## src/rtl/adc_sample_buffer_pkg.sv

```systemverilog
// temp_pkg: shared widths and defaults for the temperature-readout slice
package temp_pkg;
  localparam int ADC_DATA_W = 12;
  localparam int AVG_LOG2_DEF = 3;
  localparam int DEPTH_LOG2_DEF = 6;
  localparam int LED_W = 8;
endpackage

```

## src/rtl/adc_sample_buffer_if.sv

```systemverilog
// adc_sample_buffer_if: ADC sample stream, FIFO read port, status and LED bus
interface adc_sample_buffer_if
  import temp_pkg::*;
#(
  parameter int DATA_W = ADC_DATA_W,
  parameter int DEPTH_LOG2 = DEPTH_LOG2_DEF
);
  logic adc_valid;
  logic [DATA_W-1:0] adc_data;
  logic rd_en;
  logic [DATA_W-1:0] rd_data;
  logic rd_valid;
  logic [DEPTH_LOG2:0] count;
  logic empty;
  logic full;
  logic overflow;
  logic ovf_clr;
  logic [LED_W-1:0] led_dout;
  modport master (
    output adc_valid, adc_data, rd_en, ovf_clr,
    input rd_data, rd_valid, count, empty, full, overflow, led_dout
  );
  modport slave (
    input adc_valid, adc_data, rd_en, ovf_clr,
    output rd_data, rd_valid, count, empty, full, overflow, led_dout
  );
endinterface

```

## src/rtl/adc_sample_buffer_sample_ram.sv

```systemverilog
// sample_ram: simple dual-port RAM with one write port and a registered read port
module sample_ram #(
  parameter int W = 12,
  parameter int A = 6
) (
  input  logic         clk,
  input  logic         rst,
  input  logic         we,
  input  logic [A-1:0] waddr,
  input  logic [W-1:0] wdata,
  input  logic         re,
  input  logic [A-1:0] raddr,
  output logic [W-1:0] rdata
);
  logic [W-1:0] mem [1<<A];
  // storage array, no reset so it maps onto block RAM
  always_ff @(posedge clk)
    if (we) mem[waddr] <= wdata;
  // read register, holds the last popped word between reads
  always_ff @(posedge clk or negedge rst)
    if (!rst) rdata <= '0;
    else if (re) rdata <= mem[raddr];
endmodule

```

## src/rtl/adc_sample_buffer.sv

```systemverilog
// adc_sample_buffer: box-car averages ADC samples into a circular FIFO and drives the LED bus
module adc_sample_buffer
  import temp_pkg::*;
#(
  parameter int DATA_W = ADC_DATA_W,
  parameter int AVG_LOG2 = AVG_LOG2_DEF,
  parameter int DEPTH_LOG2 = DEPTH_LOG2_DEF
) (
  input logic clk,
  input logic rst,
  adc_sample_buffer_if.slave bus
);
  localparam int ACC_W = DATA_W + AVG_LOG2;
  localparam int CW = DEPTH_LOG2 + 1;
  localparam int DEPTH = 1 << DEPTH_LOG2;
  logic [ACC_W-1:0] acc, sum;
  logic [AVG_LOG2-1:0] cnt;
  logic [DATA_W-1:0] avg;
  logic push_req, do_pop, do_push, drop;
  logic [DEPTH_LOG2-1:0] wptr, rptr;
  logic [CW-1:0] count_nx;
  // final sample of a group pushes in the same cycle; pop is resolved before push so a full FIFO can accept
  always_comb begin
    sum = acc + ACC_W'(bus.adc_data);
    avg = DATA_W'(sum >> AVG_LOG2);
    push_req = bus.adc_valid && (cnt == '1);
    do_pop = bus.rd_en && !bus.empty;
    do_push = push_req && (!bus.full || do_pop);
    drop = push_req && bus.full && !do_pop;
    count_nx = bus.count + CW'(do_push) - CW'(do_pop);
  end
  // accumulator, wrapping sample counter and live LED value
  always_ff @(posedge clk or negedge rst)
    if (!rst) begin
      acc <= '0;
      cnt <= '0;
      bus.led_dout <= '0;
    end else if (bus.adc_valid) begin
      acc <= push_req ? '0 : sum;
      cnt <= cnt + 1'b1;
      if (push_req) bus.led_dout <= avg[DATA_W-1 -: LED_W];
    end
  // pointers, occupancy and registered status flags; a drop beats a same-cycle clear
  always_ff @(posedge clk or negedge rst)
    if (!rst) begin
      wptr <= '0;
      rptr <= '0;
      bus.count <= '0;
      bus.empty <= 1'b1;
      bus.full <= 1'b0;
      bus.overflow <= 1'b0;
      bus.rd_valid <= 1'b0;
    end else begin
      wptr <= wptr + DEPTH_LOG2'(do_push);
      rptr <= rptr + DEPTH_LOG2'(do_pop);
      bus.count <= count_nx;
      bus.empty <= count_nx == '0;
      bus.full <= count_nx == CW'(DEPTH);
      bus.overflow <= drop || (bus.overflow && !bus.ovf_clr);
      bus.rd_valid <= do_pop;
    end
  sample_ram #(.W(DATA_W), .A(DEPTH_LOG2)) u_ram (
    .clk(clk),
    .rst(rst),
    .we(do_push),
    .waddr(wptr),
    .wdata(avg),
    .re(do_pop),
    .raddr(rptr),
    .rdata(bus.rd_data)
  );
endmodule

```

## src/flat_wrapper.sv

```systemverilog
// flat-port wrapper written by rule: the top's interface ports become plain ports
module adc_sample_buffer_flat import temp_pkg::*;
#(
  parameter int DATA_W = ADC_DATA_W,
  parameter int AVG_LOG2 = AVG_LOG2_DEF,
  parameter int DEPTH_LOG2 = DEPTH_LOG2_DEF
)
  (clk, rst, bus_adc_valid, bus_adc_data, bus_rd_en, bus_ovf_clr, bus_rd_data, bus_rd_valid, bus_count, bus_empty, bus_full, bus_overflow, bus_led_dout);
  adc_sample_buffer_if #(.DATA_W(DATA_W), .DEPTH_LOG2(DEPTH_LOG2)) bus_i ();
  input logic clk;
  input logic rst;
  input wire logic [$bits(bus_i.adc_valid)-1:0] bus_adc_valid;
  input wire logic [$bits(bus_i.adc_data)-1:0] bus_adc_data;
  input wire logic [$bits(bus_i.rd_en)-1:0] bus_rd_en;
  input wire logic [$bits(bus_i.ovf_clr)-1:0] bus_ovf_clr;
  output wire logic [$bits(bus_i.rd_data)-1:0] bus_rd_data;
  output wire logic [$bits(bus_i.rd_valid)-1:0] bus_rd_valid;
  output wire logic [$bits(bus_i.count)-1:0] bus_count;
  output wire logic [$bits(bus_i.empty)-1:0] bus_empty;
  output wire logic [$bits(bus_i.full)-1:0] bus_full;
  output wire logic [$bits(bus_i.overflow)-1:0] bus_overflow;
  output wire logic [$bits(bus_i.led_dout)-1:0] bus_led_dout;
  assign bus_i.adc_valid = bus_adc_valid;
  assign bus_i.adc_data = bus_adc_data;
  assign bus_i.rd_en = bus_rd_en;
  assign bus_i.ovf_clr = bus_ovf_clr;
  assign bus_rd_data = bus_i.rd_data;
  assign bus_rd_valid = bus_i.rd_valid;
  assign bus_count = bus_i.count;
  assign bus_empty = bus_i.empty;
  assign bus_full = bus_i.full;
  assign bus_overflow = bus_i.overflow;
  assign bus_led_dout = bus_i.led_dout;
  adc_sample_buffer #(.DATA_W(DATA_W), .AVG_LOG2(AVG_LOG2), .DEPTH_LOG2(DEPTH_LOG2)) u_core (.clk(clk), .rst(rst), .bus(bus_i));
endmodule
```

## config.mk

```make
export PLATFORM = sky130hd
export DESIGN_NAME = adc_sample_buffer_flat
export DESIGN_NICKNAME = d
export VERILOG_FILES = /design/src/rtl/adc_sample_buffer_pkg.sv /design/src/rtl/adc_sample_buffer_if.sv /design/src/rtl/adc_sample_buffer_sample_ram.sv /design/src/rtl/adc_sample_buffer.sv /design/src/flat_wrapper.sv
export SDC_FILE = /design/constraint.sdc
export NUM_CORES = 1
export LEC_CHECK = 0
export CAP_MARGIN = 20
export CORE_UTILIZATION = 50
export CTS_BUF_LIST = sky130_fd_sc_hd__clkbuf_4 sky130_fd_sc_hd__clkbuf_8
export CTS_CLUSTER_DIAMETER = 50
export DETAILED_ROUTE_END_ITERATION = 10
export GPL_TIMING_DRIVEN = 1
export PLACE_DENSITY = 0.66
export SYNTH_ARGS = -nofsm -noshare
export SYNTH_HDL_FRONTEND = slang
export SYNTH_SLANG_ARGS = --single-unit
```

## constraint.sdc

```tcl
create_clock -name clk -period 4.5 [get_ports clk]
set_input_delay 0.9 -clock clk [delete_from_list [all_inputs] [get_ports clk]]
set_output_delay 0.9 -clock clk [all_outputs]
set_load 0.02 [all_outputs]
```

; Word level (Yosys, flattened, before mapping)
; Memory sizes are Yosys's and may differ from the RTL's. A register that Yosys moved wholly into a read port is not among the register bits.
; Index checks and enable logic that the tools add are counted.
[totals]
n_memories = 1
reg_bits = 49
ramBits = 768
word_cells = 37
[mem_list]
columns = name, depth, word_bits, rd, rd_clocked_by_memory_dff, write_ports, line
row1 = u_core.u_ram.mem, 64, 12, 1, 1, 1, adc_sample_buffer_sample_ram.sv:15  ; logic [W-1:0] mem [1<<A];
[op_classes]
eq_ne = 2
reduce_logical = 15
add_sub_neg = 6
mux = 3
[op_table]
columns = op, n
row1 = $add A15 B12 Y15, 1
row2 = $mux W15, 1
row3 = $add A6 B1 Y6, 2
row4 = $add A7 B1 Y7, 1
row5 = $eq A7 B7 Y1 const B, 1
row6 = $logic_not A7 Y1, 1
row7 = $sub A7 B1 Y7, 1
row8 = $logic_and A1 B1 Y1, 6
row9 = $logic_not A1 Y1, 5
row10 = $add A3 B1 Y3 const B, 1
row11 = $eq A3 B3 Y1 const B, 1
row12 = $logic_or A1 B1 Y1, 2
row13 = $mux W1, 2
row14 = $reduce_and A2 Y1, 1

; Depth between registers and ports, before layout
[depth]
word_depth = 7
ltp_mapped = 13
ltp_nobuf = 12

; Modules after synthesis
; Synthesis repeated with hierarchy kept, for this count alone.
[unflattened]
hier_cells = 1618
hier_area_um2 = 32854.0
[modules_own_cells]
columns = module, area_each_um2, instances, seq_area_each_um2, cells_each
row1 = sample_ram, 30123.9, 1, 23362.4, 1355
row2 = adc_sample_buffer, 2730.1, 1, 1227.4, 263

; Least setup slack after synthesis
; No wires, ideal clock.
[synth_timing]
path_type = input to register
from = in bus_adc_data[0]
to = mem u_core.u_ram.mem[0][3] (data pin)
setup_slack_ns = -0.084
cell_stages = 8
setup_ns = 0.574
arrival_ns = 4.010
cell_sequence = ha_1 > inv_1 > fa_1 > nor2b_1 > o31a_1 > o21ai_0 > nor2b_1 > xnor2_1
[synth_between]
elab_chain_len = 1
[synth_lines]
columns = item, line
row1 = start: declaration, flat_wrapper.sv:13  ; input wire logic [$bits(bus_i.adc_data)-1:0] bus_adc_data;
row2 = $add A15 B12 Y15, adc_sample_buffer.sv:24  ; sum = acc + ACC_W'(bus.adc_data);
row3 = net u_core.sum[6], adc_sample_buffer.sv:16  ; logic [ACC_W-1:0] acc, sum;
row4 = end: declaration, adc_sample_buffer_sample_ram.sv:15
; The timed path passes the listed nets, and every way through them passes these cells.

; Worst setup path in the final report
[layout_timing]
from = in bus_adc_data[0]
to = mem u_core.u_ram.mem[61][11] (data pin)
; Same word-level chain as after synthesis.

==> results by group <==
Finish
  – Area grow syn2layout: 14.4%
  – Most frequent cells in the layout: edfxtp_1, mux4_2, clkbuf_8, buf_4, mux2i_1
  – Proportion of layout cells with a drive suffix above 1: 0.277
  – Most common cell after layout, fill and taps aside: edfxtp_1
  – Final core occ: 0.581
  – Cell area after layout: 37500 µm²
  – Area of the multi-input gates: 7710 µm²
  – FF+latch area: 24600 µm²
  – Post-layout nets: 1878
  – Fillers: 4730

Critical path
  – R2r endpoint: u_core.u_ram.mem[61][11]$_DFFE_PP_
  – Data required, critical path: 5.08 ns
  – CP Max Fanout: 48
  – Startpoint types: input pin
  – Kind of end point of the critical path: flop
  – R2R depth: 11
  – Flop-to-flop setup slack: 0.99 ns
  – Reg-to-reg startpoint: u_core.acc[0]$_DFFE_PN0P_
  – Worst Setup Path Type: input pin to flop
  – CP arrival: 4.31 ns

Clock network
  – CTS root buf: clkbuf_8
  – CTS Hold Bufs: 0
  – Clock buffer depth: 3
  – Setup bufs post-CTS: 0
  – Clk sinks: 829
  – Num CTS Buffers: 133
  – H-tree depth: 4
  – PostCTS Resize Cnt: 0
  – Clk_lat worst skew: 0.76 ns
  – CTS tree: done
  – CTS clock-pin slew for the worst setup and hold paths: 0.06 ns

Logic synthesis
  – YS warnings: 0
  – Post-synth EDFFs: 768
  – Cell count after synthesis: 1627
  – Post-synthesis register bit count: 829
  – Syn_area_per_cell: 20.1 µm²
  – Primary FF master, synth: edfxtp_1
  – Async S/R FF share, synth: 0.0736
  – Mapped cell area: 32800 µm²
  – Post-synthesis sequential area ratio: 0.750
  – Synth Net Count: 1669
  – Yosys cell types: 58

Placement
  – GPL Wtd Cong: 0.833
  – Area after DPL: 34900 µm²
  – IO buf count: 47
  – Post-DP HPWL: 41700 µm

Power
  – PwrDens: 709 nW/µm²
  – Worst VDD drop: 0.000998 V
  – Leak: 12.6 nW

Timing
  – Max-slew violations: 0
  – Setup violators final: 0
  – Period Utilization, post-route: 0.828
  – TNS Setup: 0 ns
  – Slew HR: 0.259
  – Fmax: 0.268 GHz
  – Fin crit period: 3.73 ns
  – Post-Route Skew: 0.0225 ns
  – Final hold violations: 0
  – Least-Margin Pin Slew: 1.11 ns
  – RSZ-0062 raised after global routing: no

Drt
  – Final wirelength: 72000 µm
  – Vias per cell: 5.93
  – Final ANT Viol Nets: 0
  – Highest routed layer: met4
  – Vias: 16518
  – DR pass1 iterations: 5
  – Metal2 WL: 34200 µm
  – Iteration-0 DRC Markers: 1511
  – Routed len/inst: 25.8 µm
  – Wire length on met1: 30300 µm
  – Drc violations: 0
  – Met3 WL: 5650 µm

Floorplan
  – CORE AREA: 64600 µm²
  – I/O Pins: 48
  – Die width: 258 µm
  – Initial Util: 0.508
  – Row count: 93
  – Die area: 66600 µm²
  – Chip height: 258 µm

Global route
  – Total track usage: 0.223
  – Vias in the first global route: 17106
  – Initial antenna violation count: 2
  – Largest net degree at the start of global routing: 78
  – First-pass GRT wire length: 108000 µm
  – GR Overflow Total: 0

Run
  – Max cap viols: 0

Worst hold path
  – Worst hold path class: input pin to asynchronous set/reset pin

Status
  – Status: finished, final reports clean
[routing by layer]
metal	vias to the layer above	GRT usage
li1	7088	-
met1	8681	0.315
met2	638	0.340
met3	111	0.0540
met4	0	0.0828
met5	-	0
[power by group]
| group | switching [mW] | leakage [nW] | internal (mW) |
|---|---|---|---|
| clock | 2.82 | 1.38 | 3.54 |
| combinational | 5.58 | 3.56 | 3.24 |
| sequential | 0.424 | 7.62 | 11.0 |
| total | 8.82 | 12.6 | 17.8 |
[flip-flops by register name, indices dropped and copies added, names as in the netlist]
signal               flops
u_core.bus.rd_valid      1
u_core.acc              15
u_core.bus.overflow      1
u_core.wptr              6
u_core.bus.led_dout      8
u_core.bus.count         7
u_core.rptr              6
u_core.bus.full          1
u_core.bus.empty         1
u_core.u_ram.mem       768
u_core.u_ram.rdata      12
u_core.cnt               3
[critical path: stages]
cell and delay [ns]:
clkdlybuf4s50_1 0.41, ha_1 0.23, inv_1 0.08, fa_1 0.18, nor2b_1 0.07, o31a_1 0.33
nor4b_4 0.34, o31ai_4 0.11, buf_4 0.18, and4_1 0.24, nor2_4 0.84, buf_4 0.35
[area by class of cell]
class | count | share of cell area
multi-input cells | 685 | 0.205
flip-flops and latches | 829 | 0.656
repair buffers | 158 | 0.0374
well taps | 855 | 0.0285
inverters | 29 | 0.00290
clock inverters | 40 | 0.00747
clock buffers | 189 | 0.0622
diodes | 2 | 0.000133
[Yosys cell counts, drive strengths merged (14+ instances only)]
cell type  instances  area, µm²
clkbuf            34        131
o22ai             20        125
edfxtp           768      23100
mux2i             96        961
nor2              82        308
a21oi             40        208
buf               50        337
nand2             47        176
inv               29        109
nor2b             16        100
dfrtp             60       1500
o21ai             34        170
mux4             180       4050
a211oi            16        120
xnor2             14        123
ha                23        288
[kinds of logic (layout without fill, tap and decap cells)]
logic type      Yosys count  after routing  share of synthesized area
compound gates          177            177                     0.0367
xor+xnor                 23             23                    0.00615
fa+ha+maj                25             25                     0.0100
buf+inv                 113            416                     0.0176
flops                   829            829                      0.750
mux                     280            280                      0.154
other cells               0              2                          0
simple gates            180            180                     0.0250
[worst max-delay path by stage]
stage / start / end
finish: bus_adc_data[0] / u_core.u_ram.mem[61][11]$_DFFE_PP_
global route: bus_adc_data[0] / u_core.u_ram.mem[61][11]$_DFFE_PP_
CTS: bus_adc_data[0] / u_core.u_ram.mem[61][11]$_DFFE_PP_
detailed placement: bus_adc_data[0] / u_core.u_ram.mem[56][11]$_DFFE_PP_
global placement: bus_adc_data[0] / u_core.u_ram.mem[61][11]$_DFFE_PP_
floorplan: bus_adc_data[0] / u_core.u_ram.mem[0][11]$_DFFE_PP_
[metrics by stage]
step / instances / total power, mW / hold WS, ns / setup slack [ns]
CTS: 2784 / 26.8 / 0.152 / 0.908
finish: 2787 / 26.6 / 0.200 / 0.775
global route: 2786 / 27.8 / 0.211 / 0.685
detailed placement: 2555 / 20.4 / 0.475 / 0.0861
floorplan: 1627 / 17.2 / 0.448 / 0.0619
global placement: 2555 / 20.2 / 0.463 / 0.232
(Power assumes the default switching activity.)
